**config.mk**
```make
export PLATFORM = sky130hd
export DESIGN_NAME = cap_state_sequencer_flat
export DESIGN_NICKNAME = d
export VERILOG_FILES = /design/src/rtl/cap_state_sequencer_if.sv /design/src/rtl/cap_state_sequencer.sv /design/src/flat_wrapper.sv
export SDC_FILE = /design/constraint.sdc
export NUM_CORES = 1
export LEC_CHECK = 0
export BUFFER_PORTS_ARGS = -buffer_cell sky130_fd_sc_hd__buf_2
export CAP_MARGIN = 0
export CELL_PAD_IN_SITES_DETAIL_PLACEMENT = 1
export CELL_PAD_IN_SITES_GLOBAL_PLACEMENT = 1
export CORE_MARGIN = 2
export CORE_UTILIZATION = 36
export DETAILED_ROUTE_END_ITERATION = 12
export PLACE_DENSITY = 0.71
export SLEW_MARGIN = 20
export SYNTH_ARGS = -nofsm -noshare
export SYNTH_HDL_FRONTEND = slang
export SYNTH_SLANG_ARGS = --single-unit
```
**constraint.sdc**
```tcl
create_clock -name clk -period 4.48 [get_ports clk]
set_clock_uncertainty 0.15 [all_clocks]
set_input_delay 0.896 -clock clk [delete_from_list [all_inputs] [get_ports clk]]
set_output_delay 0.896 -clock clk [all_outputs]
set_load 0.02 [all_outputs]
```
**src/rtl/cap_state_sequencer_if.sv**
```systemverilog
// Request channel of the cap-bank sequencer: requested bank state with a
// valid/ready handshake.
interface cap_state_sequencer_if;
  logic [3:0] req_state;
  logic       req_valid;
  logic       req_ready;

  modport master (
    output req_state,
    output req_valid,
    input  req_ready
  );

  modport slave (
    input  req_state,
    input  req_valid,
    output req_ready
  );
endinterface

```
**src/rtl/cap_state_sequencer.sv**
```systemverilog
// Drive square-wave generator plus break-before-make sequencer for the 4-bit
// cap-bank state word; every non-emergency state change lands on a falling edge.
module cap_state_sequencer #(
  parameter int unsigned ClkDiv      = 8,
  parameter int unsigned DeadPeriods = 2
) (
  input  logic                   clk,
  input  logic                   rst_n,
  cap_state_sequencer_if.slave   req,
  input  logic                   all_off,
  output logic                   clk500khz,
  output logic [3:0]             state,
  output logic                   busy
);

  localparam int unsigned DivW  = (ClkDiv > 2) ? $clog2(ClkDiv) : 1;
  localparam int unsigned DeadW = (DeadPeriods > 1) ? $clog2(DeadPeriods) : 1;
  localparam logic [DivW-1:0]  DivLast  = DivW'(ClkDiv - 1);
  localparam logic [DeadW-1:0] DeadInit = DeadW'(DeadPeriods - 1);

  typedef enum logic [1:0] {StIdle, StDrop, StDead, StAdd} st_e;

  st_e              st_q, st_d;
  logic [DivW-1:0]  div_cnt_q, div_cnt_d;
  logic             clk_q, clk_d;
  logic [3:0]       state_q, state_d;
  logic [3:0]       target_q, target_d;
  logic [DeadW-1:0] dead_cnt_q, dead_cnt_d;
  logic             fall_tick;
  logic             accept;

  // Divider free-runs regardless of all_off.
  always_comb begin
    div_cnt_d = div_cnt_q + DivW'(1);
    clk_d     = clk_q;
    if (div_cnt_q == DivLast) begin
      div_cnt_d = '0;
      clk_d     = ~clk_q;
    end
  end

  assign fall_tick = (div_cnt_q == DivLast) && clk_q;

  // Ready is gated by rst_n so nothing can be accepted while held in reset.
  assign req.req_ready = rst_n && (st_q == StIdle) && !all_off;
  assign accept        = req.req_valid && req.req_ready;

  always_comb begin
    st_d       = st_q;
    state_d    = state_q;
    target_d   = target_q;
    dead_cnt_d = dead_cnt_q;

    if (all_off) begin
      st_d     = StIdle;
      state_d  = '0;
      target_d = '0;
    end else begin
      unique case (st_q)
        StIdle: begin
          if (accept) begin
            target_d = req.req_state;
            if (req.req_state == state_q) begin
              st_d = StIdle;
            end else if ((state_q & ~req.req_state) == 4'b0000) begin
              st_d = StAdd;
            end else begin
              st_d = StDrop;
            end
          end
        end
        StDrop: begin
          if (fall_tick) begin
            state_d    = state_q & target_q;
            dead_cnt_d = DeadInit;
            st_d       = ((target_q & ~state_q) == 4'b0000) ? StIdle : StDead;
          end
        end
        StDead: begin
          if (fall_tick) begin
            if (dead_cnt_q == '0) begin
              state_d = target_q;
              st_d    = StIdle;
            end else begin
              dead_cnt_d = dead_cnt_q - DeadW'(1);
            end
          end
        end
        StAdd: begin
          if (fall_tick) begin
            state_d = target_q;
            st_d    = StIdle;
          end
        end
        default: st_d = StIdle;
      endcase
    end
  end

  always_ff @(posedge clk or negedge rst_n) begin
    if (!rst_n) begin
      st_q       <= StIdle;
      div_cnt_q  <= '0;
      clk_q      <= 1'b0;
      state_q    <= '0;
      target_q   <= '0;
      dead_cnt_q <= '0;
    end else begin
      st_q       <= st_d;
      div_cnt_q  <= div_cnt_d;
      clk_q      <= clk_d;
      state_q    <= state_d;
      target_q   <= target_d;
      dead_cnt_q <= dead_cnt_d;
    end
  end

  assign clk500khz = clk_q;
  assign state     = state_q;
  assign busy      = (st_q != StIdle);

endmodule

```
**src/flat_wrapper.sv**
```systemverilog
// flat-port wrapper written by rule: the top's interface ports become plain ports
module cap_state_sequencer_flat 
#(
  parameter int unsigned ClkDiv      = 8,
  parameter int unsigned DeadPeriods = 2
)
  (clk, rst_n, all_off, clk500khz, state, busy, req_req_state, req_req_valid, req_req_ready);
  cap_state_sequencer_if req_i ();
  input  logic clk;
  input  logic rst_n;
  input  logic all_off;
  output logic clk500khz;
  output logic [3:0] state;
  output logic busy;
  input wire logic [$bits(req_i.req_state)-1:0] req_req_state;
  input wire logic [$bits(req_i.req_valid)-1:0] req_req_valid;
  output wire logic [$bits(req_i.req_ready)-1:0] req_req_ready;
  assign req_i.req_state = req_req_state;
  assign req_i.req_valid = req_req_valid;
  assign req_req_ready = req_i.req_ready;
  cap_state_sequencer #(.ClkDiv(ClkDiv), .DeadPeriods(DeadPeriods)) u_core (.clk(clk), .rst_n(rst_n), .req(req_i), .all_off(all_off), .clk500khz(clk500khz), .state(state), .busy(busy));
endmodule
```
# Word level (Yosys, flattened, before mapping)
# Index checks and enable logic that the tools add are counted.
[totals]
register_bits = 15
in_bits = 8
out_inout_bits = 7
elab_cells = 68
[classes]
add_sub_neg = 2
n_eq_ne = 12
mux = 24
bitwise = 7
n_reduce_logical = 17
[ops]
columns = ["cell", "n"]
rows = [
  ["$mux 4", 8],
  ["$mux 2", 9],
  ["$and 4x4->4", 3],
  ["$ne 3x2->1 const B", 4],
  ["$pmux 4 s3", 1],
  ["$reduce_and 5->1", 2],
  ["$logic_not 4->1", 2],
  ["$not 4->4", 2],
  ["$pmux 2 s4", 1],
  ["$reduce_bool 2->1", 4],
  ["$eq 2x2->1 const B", 2],
  ["$eq 4x4->1", 1],
  ["$logic_and 1x1->1", 4],
  ["$ne 2x1->1 const B", 2],
  ["$reduce_and 4->1", 1],
  ["$reduce_bool 4->1", 1],
  ["$add 3x1->3 const B", 1],
  ["$eq 3x3->1 const B", 1],
  ["$mux 1", 3],
  ["$mux 3", 1],
  ["$ne 3x3->1 const B", 1],
  ["$eq 2x1->1 const B", 1],
  ["$logic_not 2->1", 1],
  ["$not 1->1", 2],
  ["4 further kinds", 4],
]

# Longest topological paths before layout
# Gate-level depths: netlist (run 1).
[logic_depth]
word_depth = 8
ltp_mapped = 6

# Worst setup path after synthesis (run 1)
# No wires, ideal clock.
[synth_path]
path_kind = "in2out"
startpoint = "input all_off"
endpoint = "output req_req_ready"
arrival_ns = 1.393
required_time_ns = 3.434
slack_ns = 2.041
stages = 1
path_buffers = 0
cell_sequence = "nor4b_4"
[synth_via]
elab_chain_cells = 2
[synth_rtl]
columns = ["element", "line_no", "rtl"]
rows = [
  ["start: declaration", "flat_wrapper.sv:11", "input logic all_off;"],
  ["$logic_not 1->1", "cap_state_sequencer.sv:45", "assign req.req_ready = rst_n && (st_q == StIdle) && !all_off;"],
  ["$logic_and 1x1->1", "cap_state_sequencer.sv:45", ""],
  ["end: declaration", "flat_wrapper.sv:17", "output wire logic [$bits(req_i.req_ready)-1:0] req_req_ready;"],
]
# No other way between the ends.

# Worst setup path after layout (run 1)
[layout_path]
startpoint = "input rst_n"
endpoint = "output req_req_ready"
[layout_via]
elab_chain_cells = 2
[layout_rtl]
columns = ["element", "line_no", "rtl"]
rows = [
  ["start: declaration", "flat_wrapper.sv:10", "input logic rst_n;"],
  ["$logic_and 1x1->1 (2 in a row)", "cap_state_sequencer.sv:45", ""],
]
# No other way between the ends.

==> results of run 1 <==
## flip-flops by register name, indices dropped and copies added, names as in the netlist
name	cells
u_core.clk500khz	1
u_core.state	4
u_core.target_q	4
u_core.dead_cnt_q	1
u_core.st_q	2
u_core.div_cnt_q	3
## cells by family after synthesis
family	synth area share
fa+ha+maj	0.0942
simple gates	0.212
flops	0.471
buf+inv	0.0330
xor+xnor	0.0110
compound gates	0.179
## power by group through the flow
stage | clock (W) | combinational, W | sequential (W)
after global placement | 0 | 0.000139 | 0.000190
after floorplan | 0 | 0.0000881 | 0.000196
after detailed placement | 0 | 0.000142 | 0.000191
after CTS | 0.0000809 | 0.000144 | 0.000188
after global routing | 0.0000869 | 0.000156 | 0.000191
final | 0.0000778 | 0.000142 | 0.000187
## path summary, 6_finish.rpt
check | end | cells past startpoint | from | slack, ps
worst max-delay path | req_req_ready | 3 | rst_n | 1580
worst min-delay path | u_core.div_cnt_q[0]$_DFF_PN0_ | 1 | u_core.div_cnt_q[0]$_DFF_PN0_ | 280
worst max register to register | u_core.state[1]$_DFFE_PN0P_ | 6 | u_core.div_cnt_q[0]$_DFF_PN0_ | 2660
worst min register to register | u_core.div_cnt_q[0]$_DFF_PN0_ | 1 | u_core.div_cnt_q[0]$_DFF_PN0_ | 280
max in group asynchronous | u_core.clk500khz$_DFFE_PN0N_ | 1 | rst_n | 3540
min in group asynchronous | u_core.dead_cnt_q$_DFFE_PN0P_ | 1 | rst_n | 370
## stage by stage
stage | std cells | hold slack [ps]
2_1_floorplan | 78 | 253
6_report | 123 | 282
5_1_grt | 123 | 307
4_1_cts | 123 | 287
3_5_place_dp | 119 | 274
3_3_place_gp | 119 | 267
## layout by cell type, fill, tap and decap left out, drive strengths merged, types with 4 or more instances in the layout
cell    Yosys  final
a21oi       8      8
buf         0     14
clkbuf      1      4
dfrtp      15     15
ha          6      6
inv         6      6
nand2       8      8
nand2b      7      7
nand3       4      4
nor2        5      5
## worst max-delay path, stage by stage
cell and delay, ps:
buf_2 320, nor4b_4 390, buf_2 240
## layer usage
layer	share of wire	track usage	wire, microns	vias up
met4	0.0065	0.0676	12	0
li1	-	-	-	306
met1	0.40	0.184	748	335
met2	0.55	0.310	1030	10
met3	0.035	0.0263	65	2
met5	0	0	0	-
## layout make-up
cell class	count	area [sq um]	area share
clock buffers	4	26.3	0.0284
well taps	28	35.0	0.0379
repair buffers	14	70.1	0.0758
multi-input cells	56	395	0.428
inverters	6	22.5	0.0244
flip-flops and latches	15	375	0.406
==> flow_summary_export.csv, run 1 <==
group,metric,value,unit
place,portBuffers,14,
logic_synthesis,async_flop_share,1.00,
finish,drive_above_1_share,0.242,
power_and_ir_drop,clkPwrFrac,0.191,
die,dieArea,2610,sq um
logic_synthesis,ys_warn_count,0,
clock_network,post_cts_buffers,0,
global_routing,grt_pass1_vias,701,
worst_setup_path,cp.arrival,1850,ps
sta,fin_crit,2900,ps
finish,nNetsFinal,110,
logic_synthesis,syn_avg_cell_area,10.2,sq um
clock_network,htree_levels,1,
power_and_ir_drop,power.switching,0.000152,W
clock_network,clk_pin_slew,80,ps
clock_network,ctsHoldBuffers,0,
min_path,hold_path.class,"flip-flop to flip-flop",
sta,fin_crit_sh,0.647,
sta,drv_slew,0,
route,via_per_inst,5.31,
clock_network,cts.repair.resized,0,
place,preCtsSetupSlack,1560,ps
worst_setup_path,critPathKind,"input port to primary output",
sta,relSlewSlack,0.749,
route,drt-initial-drc-count,8,
global_routing,grt.overflow.total,0,
logic_synthesis,synth.most_common_cell,"dfrtp_1",
logic_synthesis,synth_common_cells,"dfrtp_1 (15), nand2_1 (8), a21oi_1 (7), nand2b_1 (7)",
worst_setup_path,cp.required,3430,ps
route,post-route-drc-count,0,
sta,fin_ws,1580,ps
sta,worst_pin_slew,377,ps
logic_synthesis,synth_top_area_share,0.471,
worst_setup_path,path_max_fanout,17,
place,gp_congestion,0.752,
place,dpl.hpwl,1400,microns
worst_setup_path,worstSetupEndpointType,"primary output",
clock_network,clockBufferDepth,2,
power_and_ir_drop,switching_share,0.374,
global_routing,grt_max_degree,18,
route,via_count,653,
die,die_x,51.1,microns
route,routedWlPerCell,15.1,microns
finish,area_delta_synth_final,16.0,%
logic_synthesis,synth.largest_area_cell,"dfrtp_1",
finish,final_util,0.430,
logic_synthesis,syn-instance-count,78,
die,core,2150,sq um
power_and_ir_drop,p_comb_frac,0.349,
logic_synthesis,ys.flop_type,"dfrtp_1",
clock_network,clk-insertion-delay-late,280,ps
route,firstDrtPassIters,3,
die,fp.dieH,51.1,microns
sta,final_hold_viol_count,0,
finish,fillers,251,
power_and_ir_drop,power.total,0.000407,W
clock_network,cts_made_buffers,3,
logic_synthesis,synth_cell_types,25,
global_routing,antenna_found_initial,0,
global_routing,grtUsageTotal,0.166,
power_and_ir_drop,seqPwrFrac,0.460,
place,dpl-instance-area,898,sq um
sta,rsz0062_at_grt,"no",
die,placementRows,17,
route,detail-route-antenna-nets,0,
sta,max_freq,345,MHz
logic_synthesis,synth_edf_count,0,
clock_network,cts_num_sinks,15,
route,route.final.wire_length,1860,microns
flow_run,maxCapViolCount,0,
power_and_ir_drop,vdd_ir_drop_max,0.194,mV
sta,setup_viol,0,
sta,setup-tns-final,0,ps
logic_synthesis,ys_seq_area_frac,0.471,
logic_synthesis,synth_area_leaders,"dfrtp_1 (47%), ha_1 (9.4%), nand2b_1 (5.5%), a21oi_1 (4.4%), nand2_1 (3.8%)",
finish,antenna_cells,0,
power_and_ir_drop,powerDensity,440,nW/um^2
finish,fin_area,925,sq um
logic_synthesis,syn_nets,92,
global_routing,grt_pass1_wl,3120,microns
power_and_ir_drop,power.leakage,0.446,nW
logic_synthesis,ys_ff_latch,15,
die,ios,15,
clock_network,cts_tree,"done",
worst_setup_path,start_kind,"input port",
clock_network,cts_root_buf,"clkbuf_4",
run_status,status,"complete, no violations",
power_and_ir_drop,p_int,0.000255,W
logic_synthesis,netlist_area,797,sq um
die,initial_core_util,0.371,
Power figures use the tool's default switching activity.
==> run 2: changes to the inputs <==
==> constraint.sdc (replaced) <==
create_clock -name clk -period 2.8 [get_ports clk]
set_clock_uncertainty 0.15 [all_clocks]
set_input_delay 0.56 -clock clk [delete_from_list [all_inputs] [get_ports clk]]
set_output_delay 0.56 -clock clk [all_outputs]
set_load 0.02 [all_outputs]
==> run 2 against run 1 <==
Total power increased by 59%; first-iteration DRC count decreased by 50%; critical endpoint unchanged; cell area increased by 0.81%; global-route usage increased by 0.81 points; sequential power increased by 60%; combinational power increased by 58%; largest cell class unchanged; via count increased by 0.31%; non-clock buffer count increased by 1; hold slack got worse by 190 ps; critical path depth unchanged.
==> flow_summary_export.csv, run 2 (synthesized netlist as in run 1, its figures left out) <==
group,metric,value,unit
finish,final_cell_mix,"dfrtp_1 (15), buf_2 (14), nand2_1 (8)",
route,firstDrtPassIters,4,
worst_setup_path,critPathKind,"input port to primary output",
worst_setup_path,start_kind,"input port",
die,initial_core_util,0.371,
finish,nNetsFinal,111,
clock_network,clk-insertion-delay-late,280,ps
route,drt-initial-drc-count,4,
sta,drv_slew,0,
die,die_x,51.1,microns
route,post-route-drc-count,0,
clock_network,post_cts_buffers,0,
finish,multi_input_area,395,sq um
sta,fin_crit,2120,ps
clock_network,cts_made_buffers,3,
sta,setup_viol,0,
finish,layout_commonest_cell,"dfrtp_1",
clock_network,clk_pin_slew,90,ps
clock_network,cts_tree,"done",
worst_setup_path,cp.arrival,1410,ps
power_and_ir_drop,powerDensity,695,nW/um^2
sta,max_freq,471,MHz
die,dieArea,2610,sq um
finish,ff_latch_area,375,sq um
run_status,status,"complete, no violations",
place,gp_congestion,0.783,
worst_setup_path,r2r_cells,6,
sta,fin_ws,675,ps
sta,setup-tns-final,0,ps
global_routing,grt_max_degree,17,
sta,worst_pin_slew,345,ps
worst_setup_path,reg2reg_to,"u_core.state[2]$_DFFE_PN0P_",
global_routing,grt.overflow.total,0,
die,fp.dieH,51.1,microns
finish,area_delta_synth_final,17.0,%
clock_network,cts_root_buf,"clkbuf_4",
die,placementRows,17,
sta,fin_crit_sh,0.759,
power_and_ir_drop,power.leakage,0.450,nW
finish,antenna_cells,0,
sta,rsz0062_at_grt,"no",
global_routing,grtUsageTotal,0.174,
worst_setup_path,r2r-start,"u_core.div_cnt_q[0]$_DFF_PN0_",
worst_setup_path,path_max_fanout,15,
place,preCtsSetupSlack,666,ps
place,dpl.hpwl,1420,microns
min_path,hold_path.class,"input port to asynchronous set/reset pin",
power_and_ir_drop,vdd_ir_drop_max,0.282,mV
route,via_per_inst,5.28,
flow_run,maxCapViolCount,0,
global_routing,grt_pass1_wl,3290,microns
worst_setup_path,r2r_setup_slack,1050,ps
sta,relSlewSlack,0.769,
clock_network,htree_levels,1,
worst_setup_path,cp.required,2090,ps
global_routing,antenna_found_initial,0,
clock_network,cts.repair.resized,0,
route,routedWlPerCell,14.6,microns
die,ios,15,
sta,final_hold_viol_count,0,
clock_network,clockBufferDepth,2,
route,route.final.wire_length,1810,microns
clock_network,ctsHoldBuffers,0,
global_routing,grt_pass1_vias,735,
place,portBuffers,14,
worst_setup_path,worstSetupEndpointType,"primary output",
die,core,2150,sq um
route,detail-route-antenna-nets,0,
route,via_count,655,
finish,drive_above_1_share,0.250,
clock_network,cts_num_sinks,15,
finish,fillers,259,
## run 2: area by class of cell
type / instances / share of cell area
inverters: 6 / 0.0242
repair buffers: 15 / 0.0832
well taps: 28 / 0.0376
clock buffers: 4 / 0.0282
flip-flops and latches: 15 / 0.403
multi-input cells: 56 / 0.424
## run 2: layer usage
layer | part of all wire | track usage | up-vias | routed length, microns
li1 | - | - | 313 | -
met1 | 0.42 | 0.197 | 328 | 767
met2 | 0.53 | 0.312 | 12 | 968
met3 | 0.035 | 0.0409 | 2 | 63
met4 | 0.0066 | 0.0676 | 0 | 12
met5 | 0 | 0 | - | 0
## run 2: worst max-delay path by stage
stage                          startpoint            end  slack (ps)  cells past startpoint
6_report                          all_off  req_req_ready         680                      3
2_1_floorplan                     all_off  req_req_ready        1030                      1
3_3_place_gp                      all_off  req_req_ready         700                      3
3_5_place_dp                      all_off  req_req_ready         670                      3
5_1_grt        u_core.st_q[1]$_DFFE_PN0P_  req_req_ready         570                      2
4_1_cts                           all_off  req_req_ready         660                      3
## run 2: power breakdown
part | switching, W | internal (W) | total [W]
Clock | 0.0000684 | 0.0000553 | 0.000124
Combinational | 0.000121 | 0.000104 | 0.000225
Sequential | 0.0000506 | 0.000249 | 0.000300
Total | 0.000240 | 0.000408 | 0.000648
## run 2: metrics by stage
| stage | hold WS [ps] | total power [W] | cell area [sq um] | utilization | std cells |
|---|---|---|---|---|---|
| after floorplan | 114 | 0.000454 | 797 | - | 78 |
| after global placement | 275 | 0.000526 | 906 | 0.422 | 120 |
| after detailed placement | 287 | 0.000533 | 906 | 0.422 | 120 |
| after CTS | 90.4 | 0.000662 | 932 | 0.434 | 124 |
| after global routing | 91.1 | 0.000699 | 932 | 0.434 | 124 |
| final | 96.7 | 0.000648 | 932 | 0.434 | 124 |
## run 2: worst max-delay path, cell delays in order
cell and delay (ps):
buf_2 190, nor4b_4 420, buf_2 230
